[config.mk]
export PLATFORM = sky130hd
export DESIGN_NAME = des_key_scheduler
export DESIGN_NICKNAME = d
export VERILOG_FILES = /design/src/rtl/des_key_scheduler_pkg.sv /design/src/rtl/des_key_scheduler_key_rotator.sv /design/src/rtl/des_key_scheduler.sv
export SDC_FILE = /design/constraint.sdc
export NUM_CORES = 1
export LEC_CHECK = 0
export ABC_AREA = 1
export CAP_MARGIN = 20
export CORE_AREA = 8 8 133 104
export CTS_BUF_LIST = sky130_fd_sc_hd__clkbuf_16
export DETAILED_ROUTE_END_ITERATION = 8
export DIE_AREA = 0 0 141 112
export PLACE_DENSITY = 0.78
export SYNTH_ARGS = -nofsm -noshare
export SYNTH_HDL_FRONTEND = slang
export SYNTH_SLANG_ARGS = --single-unit
[constraint.sdc]
create_clock -name clk -period 4 [get_ports clk]
set_input_delay 0.8 -clock clk [delete_from_list [all_inputs] [get_ports clk]]
set_output_delay 0.8 -clock clk [all_outputs]
set_load 0.02 [all_outputs]
[src/rtl/des_key_scheduler_pkg.sv]
// Shared constants for the DES key scheduler: PC-1/PC-2 tables, rotation
// schedule, FSM state type and the permutation helper functions.
package des_pkg;

  localparam int KEY_W    = 64;
  localparam int CD_W     = 56;
  localparam int SUBKEY_W = 48;
  localparam int HALF_W   = 28;

  typedef enum logic [1:0] {
    IDLE  = 2'd0,
    ROUND = 2'd1,
    HOLD  = 2'd2
  } state_e;

  // Entries are FIPS 46-3 bit numbers (1 = MSB) of the source vector.
  localparam int PC1_TABLE [CD_W] = '{
    57, 49, 41, 33, 25, 17,  9,
     1, 58, 50, 42, 34, 26, 18,
    10,  2, 59, 51, 43, 35, 27,
    19, 11,  3, 60, 52, 44, 36,
    63, 55, 47, 39, 31, 23, 15,
     7, 62, 54, 46, 38, 30, 22,
    14,  6, 61, 53, 45, 37, 29,
    21, 13,  5, 28, 20, 12,  4
  };

  localparam int PC2_TABLE [SUBKEY_W] = '{
    14, 17, 11, 24,  1,  5,
     3, 28, 15,  6, 21, 10,
    23, 19, 12,  4, 26,  8,
    16,  7, 27, 20, 13,  2,
    41, 52, 31, 37, 47, 55,
    30, 40, 51, 45, 33, 48,
    44, 49, 39, 56, 34, 53,
    46, 42, 50, 36, 29, 32
  };

  localparam logic [1:0] SHIFT_SCHED [16] = '{
    2'd1, 2'd1, 2'd2, 2'd2, 2'd2, 2'd2, 2'd2, 2'd2,
    2'd1, 2'd2, 2'd2, 2'd2, 2'd2, 2'd2, 2'd2, 2'd1
  };

  function automatic logic [1:CD_W] pc1(input logic [1:KEY_W] k);
    logic [1:CD_W] r;
    for (int i = 0; i < CD_W; i++) r[i+1] = k[PC1_TABLE[i]];
    return r;
  endfunction

  function automatic logic [1:SUBKEY_W] pc2(input logic [1:CD_W] cd);
    logic [1:SUBKEY_W] r;
    for (int i = 0; i < SUBKEY_W; i++) r[i+1] = cd[PC2_TABLE[i]];
    return r;
  endfunction

endpackage

[src/rtl/des_key_scheduler_key_rotator.sv]
// Combinational rotate of the C and D halves by 0, 1 or 2 bits.
// Right rotation is only built when DES_DECRYPT_EN is defined.
module key_rotator
  import des_pkg::*;
(
  input  logic [1:HALF_W] c_in,
  input  logic [1:HALF_W] d_in,
  input  logic [1:0]      amount,
  input  logic            dir,
  output logic [1:HALF_W] c_out,
  output logic [1:HALF_W] d_out
);

  function automatic logic [1:HALF_W] rotl(input logic [1:HALF_W] x, input logic [1:0] n);
    case (n)
      2'd1:    rotl = {x[2:HALF_W], x[1]};
      2'd2:    rotl = {x[3:HALF_W], x[1:2]};
      default: rotl = x;
    endcase
  endfunction

`ifdef DES_DECRYPT_EN
  function automatic logic [1:HALF_W] rotr(input logic [1:HALF_W] x, input logic [1:0] n);
    case (n)
      2'd1:    rotr = {x[HALF_W], x[1:HALF_W-1]};
      2'd2:    rotr = {x[HALF_W-1:HALF_W], x[1:HALF_W-2]};
      default: rotr = x;
    endcase
  endfunction

  assign c_out = dir ? rotr(c_in, amount) : rotl(c_in, amount);
  assign d_out = dir ? rotr(d_in, amount) : rotl(d_in, amount);
`else
  logic unused_dir;
  assign unused_dir = dir;
  assign c_out = rotl(c_in, amount);
  assign d_out = rotl(d_in, amount);
`endif

endmodule

[src/rtl/des_key_scheduler.sv]
// DES key schedule sequencer: PC-1 load, per-round rotation, PC-2 subkey
// over valid/ready. Define DES_DECRYPT_EN to honour mode (decrypt order).
module des_key_scheduler
  import des_pkg::*;
#(
  parameter int ROUNDS = 16
) (
  input  logic                clk,
  input  logic                rst_n,
  input  logic                key_valid,
  output logic                key_ready,
  input  logic [1:KEY_W]      key,
  input  logic                mode,
  input  logic                abort,
  output logic                subkey_valid,
  input  logic                subkey_ready,
  output logic [1:SUBKEY_W]   subkey,
  output logic [3:0]          round,
  output logic                done
);

  localparam logic [3:0] LAST_ROUND = 4'(ROUNDS - 1);

  state_e            state_q, state_d;
  logic [1:HALF_W]   c_q, c_d, d_q, d_d;
  logic [1:HALF_W]   c_rot, d_rot;
  logic [1:SUBKEY_W] subkey_q, subkey_d;
  logic [3:0]        round_q, round_d;
  logic              subkey_valid_q, subkey_valid_d;
  logic [1:0]        rot_amount;
  logic              rot_dir;
  logic              last_accept;
  logic              unused_parity;

  assign unused_parity = ^{key[8], key[16], key[24], key[32],
                           key[40], key[48], key[56], key[64]};

`ifdef DES_DECRYPT_EN
  logic       mode_q, mode_d;
  logic [3:0] dec_idx;

  // Decrypt walks the encrypt schedule backwards: round r undoes shift 16-r.
  assign dec_idx = 4'd0 - round_q;

  always_comb begin
    rot_dir = mode_q;
    if (!mode_q)               rot_amount = SHIFT_SCHED[round_q];
    else if (round_q == 4'd0)  rot_amount = 2'd0;
    else                       rot_amount = SHIFT_SCHED[dec_idx];
  end
`else
  logic unused_mode;
  assign unused_mode = mode;
  assign rot_dir     = 1'b0;
  assign rot_amount  = SHIFT_SCHED[round_q];
`endif

  key_rotator u_rotator (
    .c_in   (c_q),
    .d_in   (d_q),
    .amount (rot_amount),
    .dir    (rot_dir),
    .c_out  (c_rot),
    .d_out  (d_rot)
  );

  // done is flagged in the accepting cycle itself so IDLE follows immediately.
  assign last_accept = (state_q == HOLD) && subkey_ready && !abort &&
                       (round_q == LAST_ROUND);

  always_comb begin
    state_d        = state_q;
    c_d            = c_q;
    d_d            = d_q;
    subkey_d       = subkey_q;
    round_d        = round_q;
    subkey_valid_d = subkey_valid_q;
`ifdef DES_DECRYPT_EN
    mode_d         = mode_q;
`endif
    if (abort) begin
      state_d        = IDLE;
      subkey_valid_d = 1'b0;
      round_d        = 4'd0;
    end else begin
      case (state_q)
        IDLE: begin
          if (key_valid) begin
            {c_d, d_d} = pc1(key);
            round_d    = 4'd0;
            state_d    = ROUND;
`ifdef DES_DECRYPT_EN
            mode_d     = mode;
`endif
          end
        end
        ROUND: begin
          c_d            = c_rot;
          d_d            = d_rot;
          subkey_d       = pc2({c_rot, d_rot});
          subkey_valid_d = 1'b1;
          state_d        = HOLD;
        end
        HOLD: begin
          if (subkey_ready) begin
            subkey_valid_d = 1'b0;
            if (round_q == LAST_ROUND) begin
              round_d = 4'd0;
              state_d = IDLE;
            end else begin
              round_d = round_q + 4'd1;
              state_d = ROUND;
            end
          end
        end
        default: state_d = IDLE;
      endcase
    end
  end

  always_ff @(posedge clk or negedge rst_n) begin
    if (!rst_n) begin
      state_q        <= IDLE;
      c_q            <= '0;
      d_q            <= '0;
      subkey_q       <= '0;
      round_q        <= 4'd0;
      subkey_valid_q <= 1'b0;
`ifdef DES_DECRYPT_EN
      mode_q         <= 1'b0;
`endif
    end else begin
      state_q        <= state_d;
      c_q            <= c_d;
      d_q            <= d_d;
      subkey_q       <= subkey_d;
      round_q        <= round_d;
      subkey_valid_q <= subkey_valid_d;
`ifdef DES_DECRYPT_EN
      mode_q         <= mode_d;
`endif
    end
  end

  assign key_ready    = (state_q == IDLE);
  assign subkey_valid = subkey_valid_q;
  assign subkey       = subkey_q;
  assign round        = round_q;
  assign done         = last_accept;

endmodule

# Word level (Yosys, flattened, before mapping)
# Memory sizes are Yosys's and may differ from the RTL's.
# Cells that the tools add are included.
# Widths: inputs -> output; s select.
dict set report totals {
  reg_bits 111
  rom_bits 32
  latch_bits 0
  out_inout_bits 55
  elab_cells 57
  ramBits 0
  memories 1
  input_bits 70
}
dict set report op_classes {
  n_eq_ne 9
  multipliers 0
  mux 21
  shifts 0
  bitwise 2
  magnitude_cmp 1
  n_addsub 1
  n_reduce_logical 14
  n_div 0
}
# memory depth word_bits rd rd_ports_with_merged_regs wr line_no
set memory_table {}
lappend memory_table {{(name not given)} 16 2 1 0 0 des_key_scheduler.sv:55} ;# assign rot_amount = SHIFT_SCHED[round_q];
# operator count
set op_table {}
lappend op_table {{$pmux 28 s2} 4}
lappend op_table {{$mux 28} 2}
lappend op_table {{$mux 4} 4}
lappend op_table {{$mux 2} 5}
lappend op_table {{$pmux 4 s2} 1}
lappend op_table {{$pmux 2 s3} 1}
lappend op_table {{$reduce_and 2->1} 3}
lappend op_table {{$reduce_and 3->1} 2}
lappend op_table {{$reduce_bool 3->1} 2}
lappend op_table {{$ge 5x5->1 const B} 1}
lappend op_table {{$not 4->5} 1}
lappend op_table {{$add 4x1->4 const B} 1}
lappend op_table {{$eq 2x1->1 const B} 2}
lappend op_table {{$eq 2x2->1 const B} 2}
lappend op_table {{$eq 4x4->1 const B} 1}
lappend op_table {{$reduce_and 4->1} 1}
lappend op_table {{$logic_and 1x1->1} 3}
lappend op_table {{$mux 1} 3}
lappend op_table {{$ne 3x1->1 const B} 1}
lappend op_table {{$ne 3x2->1 const B} 1}
lappend op_table {{$ne 3x3->1 const B} 1}
lappend op_table {{$logic_not 2->1} 1}
lappend op_table {{$ne 2x2->1 const B} 1}
lappend op_table {{$pmux 1 s2} 1}
lappend op_table {{3 further kinds} 3}

# Longest topological paths before layout
# Gate-level depths: netlist of run 1.
dict set report depth {
  word_depth 7
  depth_mapped 9
  ltp_nobuf 8
}

# Hierarchy
# Synthesis of run 1 repeated with hierarchy kept, for this count alone.
dict set report hier_totals {
  cells_unflattened 1009
  area_unflattened_um2 6573.8
}
# module area_per_inst_um2 n_inst cells_each seq_area_each_um2
set by_module_without_submodules {}
lappend by_module_without_submodules {des_key_scheduler 5061.1 1 644 2777.7}
lappend by_module_without_submodules {key_rotator 1512.7 1 365 0.0}

# Least setup slack after synthesis of run 1
# No wires, ideal clock.
dict set report synth_timing {
  path_type {reg-to-output}
  from {reg round_q[1] (netlist: round[1])}
  to {out done}
  n_path_buf 1
  path_slack_ps 1406
  required_time_ps 3200
  t_arrival_ps 1794
  stages_incl_launch_ff 5
  path_cell_list {dfrtp_1 -> ha_1 -> nand3_2 -> clkbuf_1 -> nor4_1}
}
dict set report synth_via {
  elab_chain_len 2
}
# element line_no
set synth_lines {}
lappend synth_lines {{start: declaration} des_key_scheduler.sv:28} ;# logic [3:0] round_q, round_d;
lappend synth_lines {{start signal: assignment} des_key_scheduler.sv:137} ;# round_q <= round_d;
lappend synth_lines {{$eq 4x4->1} des_key_scheduler.sv:69} ;# (round_q == LAST_ROUND);
lappend synth_lines {{$logic_and 1x1->1} des_key_scheduler.sv:68} ;# assign last_accept = (state_q == HOLD) && subkey_ready && !abort &&
lappend synth_lines {{end: declaration} des_key_scheduler.sv:19} ;# output logic done
# Every way passes these cells.

# Worst setup path in the final report of run 1
dict set report layout_timing {
  from {in subkey_ready}
  to {out done}
}
dict set report layout_via {
  elab_chain_len 3
}
# element line_no
set layout_lines {}
lappend layout_lines {{start: declaration} des_key_scheduler.sv:16} ;# input logic subkey_ready,
lappend layout_lines {{$logic_and 1x1->1 (3 in a row)} des_key_scheduler.sv:68}
# Every way passes these cells.

==> results.py, run 1 <==
metrics = {
    "power": {
        "p_leak_nw": 3.37,
        "p_switching_mw": 1.46,
        "clock_power_share_pct": 24.3,
        "switching_share_pct": 35.5,
        "pwr-share-seq_pct": 41.0,
        "internal-power_mw": 2.64,
        "power_frac_comb_pct": 34.7,
        "power.total_mw": 4.10,
        "peakVddDrop_v": 0.000347,
        "p_per_area_nw_per_um2": 562,
    },
    "drt": {
        "ant_nets": 0,
        "routed_wl_mm": 16.9,
        "drcViolationCount": 0,
        "wl_met3_mm": 1.46,
        "drtIter0Drc": 635,
        "wl_met2_mm": 7.67,
        "dr_total_vias": 5609,
        "wl_per_cell_um": 16.9,
        "viasPerCell": 5.60,
        "first_pass_iters": 6,
        "met1_length_mm": 7.63,
        "highest_layer": "met4",
    },
    "synthesis": {
        "syn_nets": 821,
        "ys_top_cells_by_area": "dfrtp_1 49%, nand2_1 10%, a21oi_1 7.4%",
        "synth_seq_cells": 111,
        "syn_area_um2": 5710,
        "avgSynthCellArea_um2": 7.63,
        "syn_inst": 749,
        "yosysTopAreaCell": "dfrtp_1",
        "ys_types": 22,
        "synth-seq-area-share_pct": 48.6,
        "synth_warnings": 0,
        "synth_top_area_share_pct": 48.6,
    },
    "sta": {
        "max_freq_mhz": 329,
        "finalSetupViolCount": 0,
        "tightest_slew_ns": 0.867,
        "rsz0062_at_grt": "no",
        "skew_ns": 0.0113,
        "fin_crit_sh_pct": 75.9,
        "slew_violations": 0,
        "whs_ns": 0.493,
        "finalSetupTns_ns": 0,
        "fin_crit_ns": 3.04,
        "finalHoldViolCount": 0,
        "relSlewSlack_pct": 42.2,
    },
    "clocking": {
        "cts.repair.resized": 0,
        "cts_tree": "yes",
        "post_cts_buffers": 0,
        "clkTransAtPathRegs_ns": 0.07,
        "clockBufferDepth": 2,
        "hold_buffers": 0,
        "insertion_delay_ns": 0.36,
        "cts_root_buf": "clkbuf_16",
        "numClockSinks": 111,
        "numCtsBuffers": 9,
        "cts_max_level": 3,
    },
    "final_layout": {
        "mostFrequentLayoutCells": "158 x nand2_1, 114 x clkdlybuf4s50_1, 111 x dfrtp_1",
        "diodes": 0,
        "fin_util_pct": 61.4,
        "mostFrequentLayoutCell": "nand2_1",
        "syn_to_final_growth_pct": 27.5,
        "drive_gt1_share_pct": 4.78,
        "nNetsFinal": 903,
    },
    "status": {
        "status": "finished, final reports clean",
    },
    "floorplan": {
        "die_w_um": 141,
        "die_area_um2": 15800,
        "initial_core_util_pct": 48.1,
        "ios": 125,
        "fp-row-count": 35,
        "fp.coreArea_um2": 11900,
        "fp.dieH_um": 112,
    },
    "critical_path": {
        "cp_cell_sequence": "clkdlybuf4s50_1 -> inv_1 -> nor4_1 -> clkdlybuf4s50_1",
        "path_buf_inv": 3,
        "cp-start-kind": "primary input",
        "cp_max_fo": 3,
        "arrival_ns": 2.24,
        "cp_top_family": "buffers and inverters",
        "end_kind": "output pin",
        "slowest_stage": "clkdlybuf4s50_1",
        "cp_data_required_time_ns": 3.20,
        "crit_type": "primary input to output pin",
        "crit_top_cell": "clkdlybuf4s50_1",
        "cpPeakStageDelay_ns": 0.66,
    },
    "grt": {
        "grt_pass1_vias": 5397,
        "track_usage_pct": 21.4,
        "antenna_found_initial": 0,
        "grt_start_max_net_pins": 66,
        "grt-ovfl-total": 0,
        "grt_first_pass_wirelength_mm": 27.7,
    },
    "flow_run": {
        "max_cap_violations": 0,
    },
    "place": {
        "gp_congestion": 0.854,
        "io_buffers": 115,
        "dp_hpwl_mm": 10.9,
    },
    "min_path": {
        "min_path_type": "register to register",
    },
}
Yosys cell counts (all sizes together):
cell / n
nor2: 79
nand3: 66
dfrtp: 111
nor4: 2
a21oi: 84
nand2: 159
buf: 37
nand4: 57
o21ai: 52
nor3: 1
clkbuf: 20
o211ai: 1
inv: 64
and2: 14
ha: 2
per-layer routing:
layer	vias to the layer above	GRT usage, %
li1	2642	-
met1	2673	29.8
met2	275	32.5
met3	19	5.30
met4	0	5.00
met5	-	0
through the flow:
stage                     instance area (µm²)  instances  worst slack, ns
after detailed placement                 6960        986            0.889
final                                    7290       1002            0.962
after global routing                     7290       1002            0.880
after CTS                                7290       1002            0.957
after global placement                   6900        984            0.960
after floorplan                          5710        749             1.41
final cells by class:
cell class,count,area (µm²)
fill,1041,4580
sequential,111,2780
multi-input combinational,517,2430
timing repair buffer,128,1300
inverter,64,240
clock buffer,9,225
tap,166,208
clock inverter,7,104
state kept, by name (all words and copies together) (netlist names):
| signal | cells |
|---|---|
| c_q | 28 |
| d_q | 28 |
| round | 4 |
| state_q | 2 |
| subkey | 48 |
| subkey_valid | 1 |
final timing paths:
kind                              endpoint  cells after the start    startpoint  slack (ns)
worst max-delay path                  done                      4  subkey_ready        0.96
worst min-delay path             subkey[4]                      2     subkey[4]        0.49
worst max register to register      d_q[4]                      6    state_q[0]        1.51
worst min register to register   subkey[4]                      2     subkey[4]        0.49
max in group asynchronous           d_q[4]                      2         rst_n        2.56
min in group asynchronous       subkey[29]                      1         rst_n        0.52
kinds of logic (layout without fill, tap and decap cells):
family / count (synthesis) / in the layout / synth area share (%)
adders and majority gates: 2 / 2 / 0.438
DFF: 111 / 111 / 48.6
buffers and inverters: 121 / 208 / 9.20
AOI/OAI and AO/OA: 137 / 137 / 12.0
and+or+nand+nor: 378 / 378 / 29.7
worst reg2reg max path, delay by kind of cell (launching register included):
kind | cells | cell delay [ns]
and+or+nand+nor | 4 | 0.75
DFF | 1 | 0.78
buffers and inverters | 1 | 0.72
AOI/OAI and AO/OA | 1 | 0.17
power groups by stage:
stage          clock [mW]  sequential (mW)  combinational (mW)
4_1_cts              1.01             1.67                1.43
6_report            0.997             1.68                1.42
5_1_grt              1.05             1.72                1.56
3_5_place_dp            0             1.69                1.42
2_1_floorplan           0             1.86               0.584
3_3_place_gp            0             1.68                1.38
Note: power is estimated with default switching activity, not from simulation.
==> run 2: changes to the inputs <==
--- a/config.mk
+++ b/config.mk
@@ -7,11 +7,11 @@
 export LEC_CHECK = 0
 export ABC_AREA = 1
 export CAP_MARGIN = 20
-export CORE_AREA = 8 8 133 104
+export CORE_AREA = 8 8 138 108
 export CTS_BUF_LIST = sky130_fd_sc_hd__clkbuf_16
 export DETAILED_ROUTE_END_ITERATION = 8
-export DIE_AREA = 0 0 141 112
-export PLACE_DENSITY = 0.78
+export DIE_AREA = 0 0 146 116
+export PLACE_DENSITY = 0.76
 export SYNTH_ARGS = -nofsm -noshare
 export SYNTH_HDL_FRONTEND = slang
 export SYNTH_SLANG_ARGS = --single-unit
==> constraint.sdc (replaced) <==
create_clock -name clk -period 2.7 [get_ports clk]
set_input_delay 0.54 -clock clk [delete_from_list [all_inputs] [get_ports clk]]
set_output_delay 0.54 -clock clk [all_outputs]
set_load 0.02 [all_outputs]
==> run 2 against run 1 <==
Effect of this change: register-to-register slack lost 0.89 ns; power grew 42%; combinational power grew 49%; flip-flop and latch count is the same.
==> results.py, run 2 (synthesis gave the netlist of run 1 again) <==
metrics = {
    "clocking": {
        "clkTransAtPathRegs_ns": 0.07,
        "insertion_delay_ns": 0.35,
        "cts_tree": "yes",
        "cts_max_level": 3,
        "numClockSinks": 111,
        "numCtsBuffers": 9,
        "cts_root_buf": "clkbuf_16",
        "clockBufferDepth": 2,
    },
    "grt": {
        "grt-ovfl-total": 0,
        "grt_first_pass_wirelength_mm": 27.1,
        "grt_pass1_vias": 5210,
        "track_usage_pct": 19.5,
        "grt_start_max_net_pins": 57,
        "antenna_found_initial": 0,
    },
    "sta": {
        "relSlewSlack_pct": 67.6,
        "finalSetupTns_ns": 0,
        "fin_ws_ns": 0.411,
        "tightest_slew_ns": 0.486,
        "fin_crit_sh_pct": 84.8,
        "max_freq_mhz": 437,
        "whs_ns": 0.158,
        "finalHoldViolCount": 0,
        "fin_crit_ns": 2.29,
        "rsz0062_at_grt": "no",
        "skew_ns": 0.00867,
        "finalSetupViolCount": 0,
        "slew_violations": 0,
    },
    "critical_path": {
        "cp-start-kind": "register",
        "slowest_stage": "clkdlybuf4s50_1",
        "cp_cell_sequence": "buf_4 -> nor2_1 -> clkdlybuf4s50_1",
        "cp_data_required_time_ns": 2.16,
        "cpPeakStageDelay_ns": 0.64,
        "end_kind": "output pin",
        "arrival_ns": 1.75,
        "reg2reg_from": "round[0]",
        "cp_max_fo": 16,
        "startpoint": "state_q[0]",
        "crit_type": "register to output pin",
    },
    "drt": {
        "dr_total_vias": 5350,
        "drcViolationCount": 0,
        "viasPerCell": 5.27,
        "routed_wl_mm": 16.2,
        "wl_per_cell_um": 15.9,
        "ant_nets": 0,
        "first_pass_iters": 5,
        "drtIter0Drc": 658,
    },
    "floorplan": {
        "ios": 125,
        "fp-row-count": 36,
        "die_w_um": 146,
        "die_area_um2": 16900,
        "fp.coreArea_um2": 12700,
        "initial_core_util_pct": 45.0,
        "fp.dieH_um": 116,
    },
    "final_layout": {
        "syn_to_final_growth_pct": 27.5,
        "largest_reg_flops": 48,
        "design_area_um2": 7290,
        "fin_cells": 1015,
        "mostFrequentLayoutCells": "158 x nand2_1, 113 x clkdlybuf4s50_1, 111 x dfrtp_1",
        "drive_gt1_share_pct": 5.57,
        "mostFrequentLayoutCell": "nand2_1",
        "diodes": 0,
        "nNetsFinal": 911,
    },
    "place": {
        "dp_cells": 999,
        "io_buffers": 115,
        "gp_congestion": 0.831,
        "dp_hpwl_mm": 10.8,
        "placed_area_um2": 7010,
        "place_ws_ns": 0.0786,
    },
    "power": {
        "p_leak_nw": 3.38,
        "p_per_area_nw_per_um2": 798,
        "peakVddDrop_v": 0.000493,
    },
    "status": {
        "status": "finished, final reports clean",
    },
    "min_path": {
        "min_path_type": "primary input to async pin",
    },
    "flow_run": {
        "max_cap_violations": 0,
    },
}
[run 2: cell count changes in the layout (fill, tap and decap cells not counted), moves of 2 or more]
cell,delta
bufinv_16,-2
buf_16,-2
clkinv_4,-2
buf_12,+2
buf_4,+8
clkinvlp_4,+3
[run 2: area by class of cell]
type,instances,area (µm²)
Timing Repair Buffer,136,1350
Sequential cell,111,2780
Multi-Input combinational cell,517,2430
Tap cell,171,214
Clock inverter,7,48.8
Inverter,64,240
Clock buffer,9,225
Fill cell,1175,5420
[run 2: path summary, 6_finish.rpt]
kind	end	slack, ns	depth (start not counted)
max in group asynchronous	round[2]	1.83	2
setup / recovery	key_ready	0.41	3
hold reg to reg	subkey[41]	0.49	2
hold / removal	subkey[36]	0.16	1
setup reg to reg	subkey[22]	0.62	8
min in group clk	subkey[41]	0.49	2
[run 2: routing by layer]
metal  up-vias  track usage [%]  part of all wire (%)  routed length, µm
met5         -                0                     0                  0
met4         0             4.24                  0.61                 98
met3        11             4.76                   6.9               1120
met2       183             28.2                    43               6890
met1      2493             28.7                    50               8050
li1       2663                -                     -                  -
[run 2: critical path: cells and delay by family, from the launching register on]
kind	cells	cell delay (ns)
AND/OR/NAND/NOR	1	0.19
flip-flops	1	0.38
buffers and inverters	2	0.84
[run 2: where the power goes]
group          switching, mW  internal [mW]
sequential             0.297           2.15
clock                  0.629          0.627
combinational           1.16          0.948
[run 2: timing repair]
item,4_1_cts,5_1_grt
hold buffers,0,0
setup buffers,0,0
endpoints found under the setup margin,0,1
gates resized for setup,0,1
[run 2: per-stage QoR]
step | power, mW | utilization [%]
2_1_floorplan | 3.63 | -
3_3_place_gp | 4.56 | 55.2
3_5_place_dp | 4.60 | 55.2
4_1_cts | 5.86 | 57.3
5_1_grt | 6.21 | 57.4
6_report | 5.82 | 57.4
==> run 3: changes to the inputs <==
==> constraint.sdc (replaced) <==
create_clock -name clk -period 1.85 [get_ports clk]
set_input_delay 0.37 -clock clk [delete_from_list [all_inputs] [get_ports clk]]
set_output_delay 0.37 -clock clk [all_outputs]
set_load 0.02 [all_outputs]
==> run 3 against run 2 <==
Effect of this change: clock skew hardly changed; sequential power grew 47%; clock power increased by 56%; wire length increased by 3.0%; worst hold slack better by 0.29 ns; count of clock-buffer cells in the layout unchanged; flip-flop and latch count is the same; critical endpoint is now round[1].
==> results.py, run 3 (synthesis gave the netlist of run 1 again) <==
metrics = {
    "clocking": {
        "numCtsBuffers": 9,
        "cts_tree": "yes",
        "post_cts_buffers": 0,
        "clockBufferDepth": 2,
        "cts_root_buf": "clkbuf_16",
        "cts_max_level": 3,
        "insertion_delay_ns": 0.35,
        "numClockSinks": 111,
        "clkTransAtPathRegs_ns": 0.07,
    },
    "drt": {
        "ant_nets": 0,
        "dr_total_vias": 5522,
        "routed_wl_mm": 16.6,
        "wl_per_cell_um": 16.1,
        "first_pass_iters": 5,
        "drcViolationCount": 0,
        "viasPerCell": 5.36,
        "drtIter0Drc": 489,
    },
    "sta": {
        "rsz0062_at_grt": "yes",
        "finalHoldViolCount": 0,
        "tightest_slew_ns": 0.453,
        "fin_crit_ns": 1.79,
        "max_freq_mhz": 558,
        "finalSetupViolCount": 0,
        "whs_ns": 0.450,
        "relSlewSlack_pct": 69.8,
        "skew_ns": 0.00914,
        "fin_ws_ns": 0.0587,
        "slew_violations": 0,
        "fin_crit_sh_pct": 96.8,
    },
    "place": {
        "dp_hpwl_mm": 11.1,
        "io_buffers": 115,
        "place_ws_ns": -0.284,
        "gp_congestion": 0.827,
    },
    "grt": {
        "track_usage_pct": 19.8,
        "busiest_layer": "met2",
        "grt_pass1_vias": 5259,
        "antenna_found_initial": 0,
        "grtUsageMet2_pct": 29.2,
        "gr-usage-met3_pct": 4.68,
        "grt-ovfl-total": 0,
        "grt_start_max_net_pins": 53,
        "grt_first_pass_wirelength_mm": 27.5,
        "met1_usage_pct": 29.0,
    },
    "critical_path": {
        "cp_max_fo": 5,
        "arrival_ns": 1.42,
        "cp.depth": 2,
        "reg2reg_from": "round[0]",
        "crit_end": "round[1]",
        "cpPeakStageDelay_ns": 0.60,
        "path_buf_inv": 2,
        "startpoint": "round[1]",
        "end_kind": "output pin",
        "cp_cell_sequence": "buf_4 -> clkdlybuf4s50_1",
        "crit_type": "register to output pin",
        "rrSetupSlack_ns": 0.12,
        "slowest_stage": "clkdlybuf4s50_1",
        "cp-start-kind": "register",
        "r2r-end": "d_q[11]",
        "cp_top_family": "buffers and inverters",
        "cp_data_required_time_ns": 1.48,
        "reg2reg_depth": 8,
    },
    "final_layout": {
        "diodes": 0,
        "syn_to_final_growth_pct": 33.1,
        "mostFrequentLayoutCells": "158 x nand2_1, 111 x dfrtp_1, 108 x clkdlybuf4s50_1",
        "nNetsFinal": 927,
        "drive_gt1_share_pct": 7.44,
        "n_fill_cell": 1161,
        "multi_input_area_um2": 2460,
        "seq_area_um2": 2780,
        "largest_reg_flops": 48,
        "mostFrequentLayoutCell": "nand2_1",
    },
    "floorplan": {
        "die_w_um": 146,
        "ios": 125,
        "fp.coreArea_um2": 12700,
        "initial_core_util_pct": 45.0,
        "fp.dieH_um": 116,
        "die_area_um2": 16900,
        "fp-row-count": 36,
    },
    "power": {
        "p_per_area_nw_per_um2": 1150,
        "peakVddDrop_v": 0.000637,
        "power.total_mw": 8.72,
        "p_leak_nw": 3.58,
    },
    "flow_run": {
        "max_cap_violations": 0,
    },
    "min_path": {
        "min_path_type": "primary input to register",
    },
    "status": {
        "status": "finished, final reports clean",
    },
}
[run 3: cell count changes in the layout (fill, tap and decap cells not counted), sizes merged, moves of 2 or more]
cell	delta
buf	+15
clkdlybuf4s50	-5
clkinv	+3
clkinvlp	-3
clkbuf	+2
dlygate4sd2	+2
[run 3: layout make-up]
class	count	share of cell area [%]
Clock buffer	9	2.96
Clock inverter	7	0.937
Inverter	64	3.16
Multi-Input combinational cell	517	32.4
Sequential cell	111	36.5
Tap cell	171	2.81
Timing Repair Buffer	152	21.2
[run 3: where the power goes]
part           internal, mW  switching, mW
clock                  1.06          0.919
sequential             3.14          0.458
combinational          1.43           1.71
total                  5.63           3.09
[run 3: worst min path at each step]
| stage | endpoint | depth (start not counted) | from | slack, ns |
|---|---|---|---|---|
| after global placement | subkey[36] | 1 | rst_n | 0.30 |
| after floorplan | c_q[10] | 0 | rst_n | 0.07 |
| after CTS | round[3] | 4 | abort | 0.44 |
| after detailed placement | subkey[43] | 1 | rst_n | 0.30 |
| after global routing | round[3] | 4 | abort | 0.48 |
| final | round[3] | 4 | abort | 0.45 |
[run 3: tightest hold or removal path, cell delays in order]
cell and delay (ns):
buf_2 0.12, inv_1 0.11, nand3_1 0.11, nand2_1 0.04
[run 3: layer usage]
metal / routed length [µm] / up-vias
met1: 8020 / 2586
met5: 0 / -
met4: 114 / 0
met3: 1320 / 11
met2: 7190 / 228
li1: - / 2697
[run 3: what timing repair did]
action | in CTS | in global routing
hold buffers | 1 | 0
gates resized for setup | 6 | 10
endpoints found under the setup margin | 3 | 93
pin swaps | 0 | 1
hold endpoints to repair | 23 | 0
gates cloned | 0 | 2
[run 3: metrics by stage]
stage / cell area (µm²) / util, % / TNS [ns] / std cells
2_1_floorplan: 5730 / - / 0 / 749
3_3_place_gp: 7220 / 56.8 / -0.287 / 1012
3_5_place_dp: 7220 / 56.8 / -0.284 / 1012
4_1_cts: 7520 / 59.2 / 0 / 1029
5_1_grt: 7610 / 59.9 / -0.0111 / 1031
6_report: 7610 / 59.9 / 0 / 1031
